### config.mk
export PLATFORM = sky130hd
export DESIGN_NAME = reset_sequencer_flat
export DESIGN_NICKNAME = d
export VERILOG_FILES = /design/src/rtl/reset_sequencer_if.sv /design/src/rtl/reset_sequencer.sv /design/src/flat_wrapper.sv
export SDC_FILE = /design/constraint.sdc
export NUM_CORES = 1
export LEC_CHECK = 0
export ABC_AREA = 1
export CAP_MARGIN = 10
export CORE_MARGIN = 4
export CORE_UTILIZATION = 45
export CTS_CLUSTER_DIAMETER = 50
export DETAILED_ROUTE_END_ITERATION = 16
export PLACE_DENSITY = 0.7
export SETUP_SLACK_MARGIN = 0.05
export SLEW_MARGIN = 20
export SYNTH_ARGS = -nofsm -noshare
export SYNTH_HDL_FRONTEND = slang
export SYNTH_SLANG_ARGS = --single-unit
### constraint.sdc
create_clock -name Clk -period 2.8 [get_ports Clk]
set_input_delay 0.56 -clock Clk [delete_from_list [all_inputs] [get_ports Clk]]
set_output_delay 0.56 -clock Clk [all_outputs]
set_load 0.03 [all_outputs]
### src/rtl/reset_sequencer_if.sv
// reset_sequencer_if
//   Bundles the qualifier inputs and the staged reset outputs of the
//   reset sequencer so the top of each lab design can pass them around
//   as one object.
//   Signals:
//     Lock_i  clock-ready qualifier (e.g. PLL lock)
//     Req_i   soft reset request, level-sensitive
//     Rst_o   per-domain active-high resets, bit 0 released first
//     Busy_o  high while any Rst_o bit is asserted
//     Done_o  one-cycle pulse when the last bit releases
//   Modports:
//     master  drives the qualifiers, observes the resets
//     slave   the sequencer itself
interface reset_sequencer_if #(
    parameter int N_OUT = 3
) ();
    logic             Lock_i;
    logic             Req_i;
    logic [N_OUT-1:0] Rst_o;
    logic             Busy_o;
    logic             Done_o;

    modport master (
        output Lock_i,
        output Req_i,
        input  Rst_o,
        input  Busy_o,
        input  Done_o
    );

    modport slave (
        input  Lock_i,
        input  Req_i,
        output Rst_o,
        output Busy_o,
        output Done_o
    );
endinterface

### src/rtl/reset_sequencer.sv
// reset_sequencer
//   Stretches a synchronous reset for HOLD_CYCLES qualifying edges, then
//   releases N_OUT downstream reset domains one at a time, STAGE_GAP
//   cycles apart, and pulses Done_o when the last one drops. A qualifying
//   edge is one with Lock_i=1 and Req_i=0; any non-qualifying edge outside
//   HOLD aborts back to HOLD with every output re-asserted.
//   Ports:
//     Clk   system clock, all logic on posedge
//     Rst   synchronous active-high reset
//     bus   reset_sequencer_if.slave (Lock_i, Req_i in; Rst_o, Busy_o,
//           Done_o out, all outputs registered)
module reset_sequencer #(
    parameter int N_OUT       = 3,
    parameter int HOLD_CYCLES = 16,
    parameter int STAGE_GAP   = 4,
    parameter int CNT_W       = 8
) (
    input  logic               Clk,
    input  logic               Rst,
    reset_sequencer_if.slave   bus
);
    // stage must be able to hold N_OUT (one past the last index)
    localparam int STG_W = (N_OUT < 2) ? 1 : $clog2(N_OUT + 1);

    typedef enum logic [1:0] {
        S_HOLD    = 2'd0,
        S_RELEASE = 2'd1,
        S_RUN     = 2'd2
    } state_t;

    state_t           r_state, w_state_nxt;
    logic [CNT_W-1:0] r_cnt,   w_cnt_nxt;
    logic [STG_W-1:0] r_stage, w_stage_nxt;
    logic [N_OUT-1:0] r_rst_o, w_rst_o_nxt;
    logic             r_busy,  w_busy_nxt;
    logic             r_done,  w_done_nxt;
    logic             w_qual;

    assign w_qual = bus.Lock_i & ~bus.Req_i;

    always_ff @(posedge Clk) begin
        if (Rst) begin
            r_state <= S_HOLD;
            r_cnt   <= '0;
            r_stage <= '0;
            r_rst_o <= '1;
            r_busy  <= 1'b1;
            r_done  <= 1'b0;
        end else begin
            r_state <= w_state_nxt;
            r_cnt   <= w_cnt_nxt;
            r_stage <= w_stage_nxt;
            r_rst_o <= w_rst_o_nxt;
            r_busy  <= w_busy_nxt;
            r_done  <= w_done_nxt;
        end
    end

    always_comb begin
        w_state_nxt = r_state;
        w_cnt_nxt   = r_cnt;
        w_stage_nxt = r_stage;
        w_rst_o_nxt = r_rst_o;
        w_busy_nxt  = r_busy;
        w_done_nxt  = 1'b0;

        unique case (r_state)
            S_HOLD: begin
                w_rst_o_nxt = '1;
                w_busy_nxt  = 1'b1;
                w_stage_nxt = '0;
                if (!w_qual) begin
                    // any lost lock / soft request restarts the hold fully
                    w_cnt_nxt = '0;
                end else if (r_cnt == CNT_W'(HOLD_CYCLES - 1)) begin
                    w_cnt_nxt      = '0;
                    w_rst_o_nxt[0] = 1'b0;
                    w_stage_nxt    = STG_W'(1);
                    if (N_OUT == 1) begin
                        w_state_nxt = S_RUN;
                        w_busy_nxt  = 1'b0;
                        w_done_nxt  = 1'b1;
                    end else begin
                        w_state_nxt = S_RELEASE;
                    end
                end else begin
                    w_cnt_nxt = r_cnt + 1'b1;
                end
            end

            S_RELEASE: begin
                if (!w_qual) begin
                    // abort wins over a release due on this same edge
                    w_state_nxt = S_HOLD;
                    w_cnt_nxt   = '0;
                    w_stage_nxt = '0;
                    w_rst_o_nxt = '1;
                    w_busy_nxt  = 1'b1;
                end else if (r_cnt == CNT_W'(STAGE_GAP - 1)) begin
                    w_cnt_nxt   = '0;
                    w_stage_nxt = r_stage + 1'b1;
                    // decoded clear avoids a variable index wider than Rst_o
                    for (int i = 0; i < N_OUT; i++) begin
                        if (STG_W'(i) == r_stage) w_rst_o_nxt[i] = 1'b0;
                    end
                    if (r_stage == STG_W'(N_OUT - 1)) begin
                        w_state_nxt = S_RUN;
                        w_busy_nxt  = 1'b0;
                        w_done_nxt  = 1'b1;
                    end
                end else begin
                    w_cnt_nxt = r_cnt + 1'b1;
                end
            end

            S_RUN: begin
                if (!w_qual) begin
                    w_state_nxt = S_HOLD;
                    w_cnt_nxt   = '0;
                    w_stage_nxt = '0;
                    w_rst_o_nxt = '1;
                    w_busy_nxt  = 1'b1;
                end else begin
                    w_rst_o_nxt = '0;
                    w_busy_nxt  = 1'b0;
                end
            end

            default: begin
                w_state_nxt = S_HOLD;
                w_cnt_nxt   = '0;
                w_stage_nxt = '0;
                w_rst_o_nxt = '1;
                w_busy_nxt  = 1'b1;
            end
        endcase
    end

    assign bus.Rst_o  = r_rst_o;
    assign bus.Busy_o = r_busy;
    assign bus.Done_o = r_done;
endmodule

### src/flat_wrapper.sv
// flat-port wrapper written by rule: the top's interface ports become plain ports
module reset_sequencer_flat 
#(
    parameter int N_OUT       = 3,
    parameter int HOLD_CYCLES = 16,
    parameter int STAGE_GAP   = 4,
    parameter int CNT_W       = 8
)
  (Clk, Rst, bus_Lock_i, bus_Req_i, bus_Rst_o, bus_Busy_o, bus_Done_o);
  reset_sequencer_if #(.N_OUT(N_OUT)) bus_i ();
  input  logic Clk;
  input  logic Rst;
  input wire logic [$bits(bus_i.Lock_i)-1:0] bus_Lock_i;
  input wire logic [$bits(bus_i.Req_i)-1:0] bus_Req_i;
  output wire logic [$bits(bus_i.Rst_o)-1:0] bus_Rst_o;
  output wire logic [$bits(bus_i.Busy_o)-1:0] bus_Busy_o;
  output wire logic [$bits(bus_i.Done_o)-1:0] bus_Done_o;
  assign bus_i.Lock_i = bus_Lock_i;
  assign bus_i.Req_i = bus_Req_i;
  assign bus_Rst_o = bus_i.Rst_o;
  assign bus_Busy_o = bus_i.Busy_o;
  assign bus_Done_o = bus_i.Done_o;
  reset_sequencer #(.N_OUT(N_OUT), .HOLD_CYCLES(HOLD_CYCLES), .STAGE_GAP(STAGE_GAP), .CNT_W(CNT_W)) u_core (.Clk(Clk), .Rst(Rst), .bus(bus_i));
endmodule
---- Word-level counts from Yosys, hierarchy flattened ----
Cells that the tools add are included.
cells by class
  equality and inequality tests ........... 15
  $add $sub $neg .......................... 2
  multiplexer cells ....................... 33
  reductions and logical operators ........ 9
  bitwise gates (word level) .............. 5
  divide/modulo/power cells ............... 0
  order comparisons ....................... 0
  $mul .................................... 0
  shifts and indexed selects .............. 0
operators by type and width
  cell                 number
  $mux 8               5
  $pmux 8 s3           1
  $mux 2               9
  $ne 3x3->1 const B   5
  $pmux 2 s3           2
  $mux 1               11
  $reduce_and 2->1     5
  $mux 3               3
  $pmux 3 s3           1
  $add 8x1->8 const B  1
  $eq 8x2->1 const B   1
  $eq 8x4->1 const B   1
  $reduce_and 5->1     1
  $eq 2x2->1 const B   2
  $logic_not 2->1      2
  $ne 2x1->1 const B   2
  $not 1->1            4
  $reduce_or 4->1      1
  $add 2x1->2 const B  1
  $eq 1x2->1 const A   1
  $eq 2x1->1 const B   1
  $eq 2x2->1 const A   1
  $ne 2x2->1 const B   1
  $pmux 1 s2           1
  $and 1x1->1          1
storage, ports and cells
  bits in read-only memories .............. 0
  flip-flop bits (word level) ............. 17
  bits in writable memories ............... 0
  bits in latches ......................... 0
  memories ................................ 0
  logic and storage cells ................. 72
  bits of input ports ..................... 4
  output and inout bits ................... 5

---- Longest topological paths before layout ----
  word-level depth ........................ 5
  gate-level depth with buffers ........... 9
  gate-level depth less buffers ........... 9

---- Least setup slack after synthesis ----
No wires, ideal clock.
  kind .................................... input port to flip-flop
  from .................................... input port bus_Lock_i
  to ...................................... register u_core.r_cnt[2]
  setup slack ............................. 1.396 ns
  data arrival time ....................... 1.289 ns
  data required time ...................... 2.685 ns
  stages on the path ...................... 9
  setup time .............................. 0.115 ns
  path buffers ............................ 1
  cell sequence ........................... inv_1 -> nor2_4 -> nand2_1 -> buf_2 -> inv_1 -> o21ai_0 -> nor2_1 -> o21ai_0 -> inv_1
on the way
  longest elaborated chain between the ends .. 3
  elaborated cells between the ends (all ways) .. 5
  those cells by class .................... eq/ne: 1; mux: 3; bitwise: 1
ends and longest elaborated chain
  element                    RTL line                                      text
  start, declared            flat_wrapper.sv:13                            input wire logic [$bits(bus_i.Lock_i)-1:0] bus_Lock_i;
  $and 1x1->1 *              reset_sequencer.sv:39                         assign w_qual = bus.Lock_i & ~bus.Req_i;
  $mux 8 (on tied branches)  reset_sequencer.sv:92, reset_sequencer.sv:72
  $pmux 8 s3                 reset_sequencer.sv:67                         unique case (r_state)
  end signal, assigned       reset_sequencer.sv:51                         r_cnt <= w_cnt_nxt;
  end, declared              reset_sequencer.sv:32                         logic [CNT_W-1:0] r_cnt, w_cnt_nxt;
Mark *: on every way between the ends. The rest lies on a longest branch, timed or not.
A chain may end at the register's enable or synchronous reset.

---- Final worst setup path ----
  from .................................... register u_core.r_rst_o[1] (netlist: u_core.bus.Rst_o[1])
  to ...................................... output port bus_Rst_o[1]
RTL lines
  element                 RTL line               text
  start, declared         reset_sequencer.sv:34  logic [N_OUT-1:0] r_rst_o, w_rst_o_nxt;
  start signal, assigned  reset_sequencer.sv:53  r_rst_o <= w_rst_o_nxt;
  end, declared           flat_wrapper.sv:15     output wire logic [$bits(bus_i.Rst_o)-1:0] bus_Rst_o;
No word-level cell between the ends.

==> metrics.md <==
| Metric | Value |
|---|---|
| WP depth | 1 |
| Htree depth | 1 |
| R2R depth | 8 |
| Startpoint types | flop |
| DRC | 0 |
| Setup Total Neg Slack | 0 ns |
| Post-synth cell types | 18 |
| Cell Count, Final, Fillers Out | about 190 |
| CP cell instances | clkdlybuf4s50_1 |
| Final Max Tran Viols | 0 |
| Drt pass-1 iters | 6 |
| Synthesized area per cell | approximately 6.9 um^2 |
| Synth Warn # | 0 |
| Synthesized cell area | 1035 um^2 |
| Worst hold path depth | 2 |
| Status | complete, no violations |
| Syn_nets | 164 |
| Met2 wire len | between 900 and 1000 um |
| Clk buf depth | 2 |
| Postcts setup bufs | 0 |
| Cells after DPL | roughly 190 |
| Tcrit/Tclk final | roughly 67% |
| CTS Sinks | 17 |
| Worst VDD drop | 453.8 uV |
| Worst hold path type | reg -> reg |
| Starting density of the core | 47.23% |
| Initial DRC count | 36 |
| Reg2reg start | u_core.r_state[0] |
| First-pass GRT wire length | between 3000 and 4000 um |
| Top cells by area, synth | dfxtp_1, nand2_1, ha_1, nand3_1, inv_1 |
| Diodes inserted | 0 |
| CTS tree | built |
| Worst slack, placed | between 0.7 and 0.8 ns |
| Register area share after synthesis | about 33% |
| DP HPWL | between 1500 and 2000 um |
| Area Growth Syn to Fin | 12.82% |
| Initial antenna violation count | 0 |
| Worst path top cell family by delay | buffers and inverters |
| Post-route antenna net violation count | 0 |
| FP Rows | 17 |
| RSZ-0062 raised after global routing | false |
| Final wirelength | ~2100 um |
| FF-to-FF End | u_core.r_cnt[2] |
| Clock-pin slew on the worst setup and hold paths | ~0.1 ns |
| Layout cells sized above 1 | roughly 6.8% |
| Vias in the first global route | a little over 900 |
| Hold Buf Count CTS | 0 |
| Yosys top cell by area | dfxtp_1 |
| Top-Level Pins | 9 |
| Slew @ Worst Pin | between 0.3 and 0.4 ns |
| Port buffer count | 8 |
| Most common cell after layout, fill and taps aside | nand2_1 |
| Most frequent cells in the layout | nand2_1, inv_1, nand3_1 |
| Finished Cell Area | 1167 um^2 |
| Min cycle time layout | between 1.5 and 2 ns |
| Max FO, Critical Path | 2 |
| CTS Buf Count | 3 |
| Hold_ws | roughly 0.49 ns |
| Largest net degree at the start of global routing | 12 |
| Fin. Hold Viols | 0 |
| Worst hold start | u_core.bus.Rst_o[1] |
| # nets final | 175 |
| Met3 WL | approximately 63 um |
| Die Y | roughly 56 um |
| WP data required | around 2.2 ns |
| Overall Global Routing Usage | 14.43% |
| Vias per inst | 5.021 |
| Pwr Density | roughly 700 nW/um^2 |
| Core ar. | about 2200 um^2 |
| Worst Hold Endpoint | u_core.bus.Rst_o[1] |
| Slew HR | approximately three quarters |
| Maxcap violations | 0 |
| Full die area | between 3000 and 4000 um^2 |
| Vias post-DR | between 900 and 1000 |
| Max Used Layer | met3 |
| Clk Latency, worst-skew pair | between 0.2 and 0.3 ns |
| R2r setup slk | 1.21 ns |
| Final worst slack | 0.9281 ns |
| Die Wd | between 50 and 60 um |
| Post-Syn Instances | approximately 150 |
| Seq cells post-synth | 17 |
| CP startpoint | u_core.bus.Rst_o[1] |
| Post-place instance area | between 1000 and 1500 um^2 |
| M1 WL | roughly 1000 um |
| Fmax | ~0.53 GHz |
| Max stage delay on crit path | between 0.6 and 0.7 ns |
| # resized after CTS | 0 |
| CP Class | reg -> out |
| CTS root buf | clkbuf_4 |
| Congestion Overflow GR | 0 |
| Post-DR wirelength/cell | about 11 um |
| Crit end category | output pin |
| Top cell type's share of synthesized area | around a third |
| Final setup vio count | 0 |
| Worst path arrival time | 1.31 ns |
| Highest-delay cell along the critical path | clkdlybuf4s50_1 |
| Setup Skew | around 0.0055 ns |
| Pleak | roughly 0.53 nW |
| Placer congestion estimate | 0.8930 |
| Buf+Inv Stages, Crit Path | 1 |
[cell usage after synthesis (all sizes together)]
cell / instances
nand3: 18
a21oi: 5
nor2: 21
xor2: 3
inv: 24
dfxtp: 17
buf: 1
nand2: 36
nor3: 3
nand4: 6
clkbuf: 1
ha: 9
o21ai: 7
[cell type report]
cell class              count  area, um^2
flip-flops and latches     17       340.3
multi-input cells         108       595.6
repair buffers              8       80.08
inverters                  24       90.09
fillers                   222        1023
well taps                  28       35.03
clock buffers               4       26.28
[report_power, final]
part / switching, mW / internal (mW)
clock network: 0.0772 / 0.0553
registers: 0.0231 / 0.281
logic: 0.232 / 0.135
total: 0.332 / 0.471
[metal layers]
layer | global-route usage [%] | up-vias
met3 | 3.248 | 0
met5 | 0 | -
met1 | 18.40 | 437
met2 | 23.31 | 12
met4 | 6.102 | 0
li1 | - | 500
[worst max-delay path by stage]
stage	end	slack [ns]
6_report	bus_Rst_o[1]	0.93
5_1_grt	u_core.r_cnt[2]	0.84
4_1_cts	bus_Busy_o	0.91
3_5_place_dp	u_core.r_cnt[2]	0.71
3_3_place_gp	u_core.r_cnt[2]	0.76
2_1_floorplan	u_core.r_cnt[2]	1.40
[flip-flops by register name, indices dropped and copies added (netlist names)]
register	cells
u_core.r_stage	2
u_core.bus.Rst_o	3
u_core.bus.Done_o	1
u_core.r_state	2
u_core.r_cnt	8
u_core.bus.Busy_o	1
[stage by stage]
| stage | power (mW) | utilization [%] |
|---|---|---|
| after floorplan | 0.5794 | - |
| after detailed placement | 0.6748 | 52.08 |
| after CTS | 0.8123 | 53.28 |
| after global routing | 0.8891 | 53.28 |
| final | 0.8035 | 53.28 |
| after global placement | 0.6713 | 52.08 |
[cells by family after synthesis]
kind of cell | share of synthesized area [%]
buffers and inverters | 9.552
AND/OR/NAND/NOR | 36.88
adder cells (fa/ha/maj) | 10.88
AO/OA/AOI/OAI | 7.255
XOR/XNOR | 2.540
flip-flops | 32.89
No activity file was read; power rests on OpenSTA's default activity.
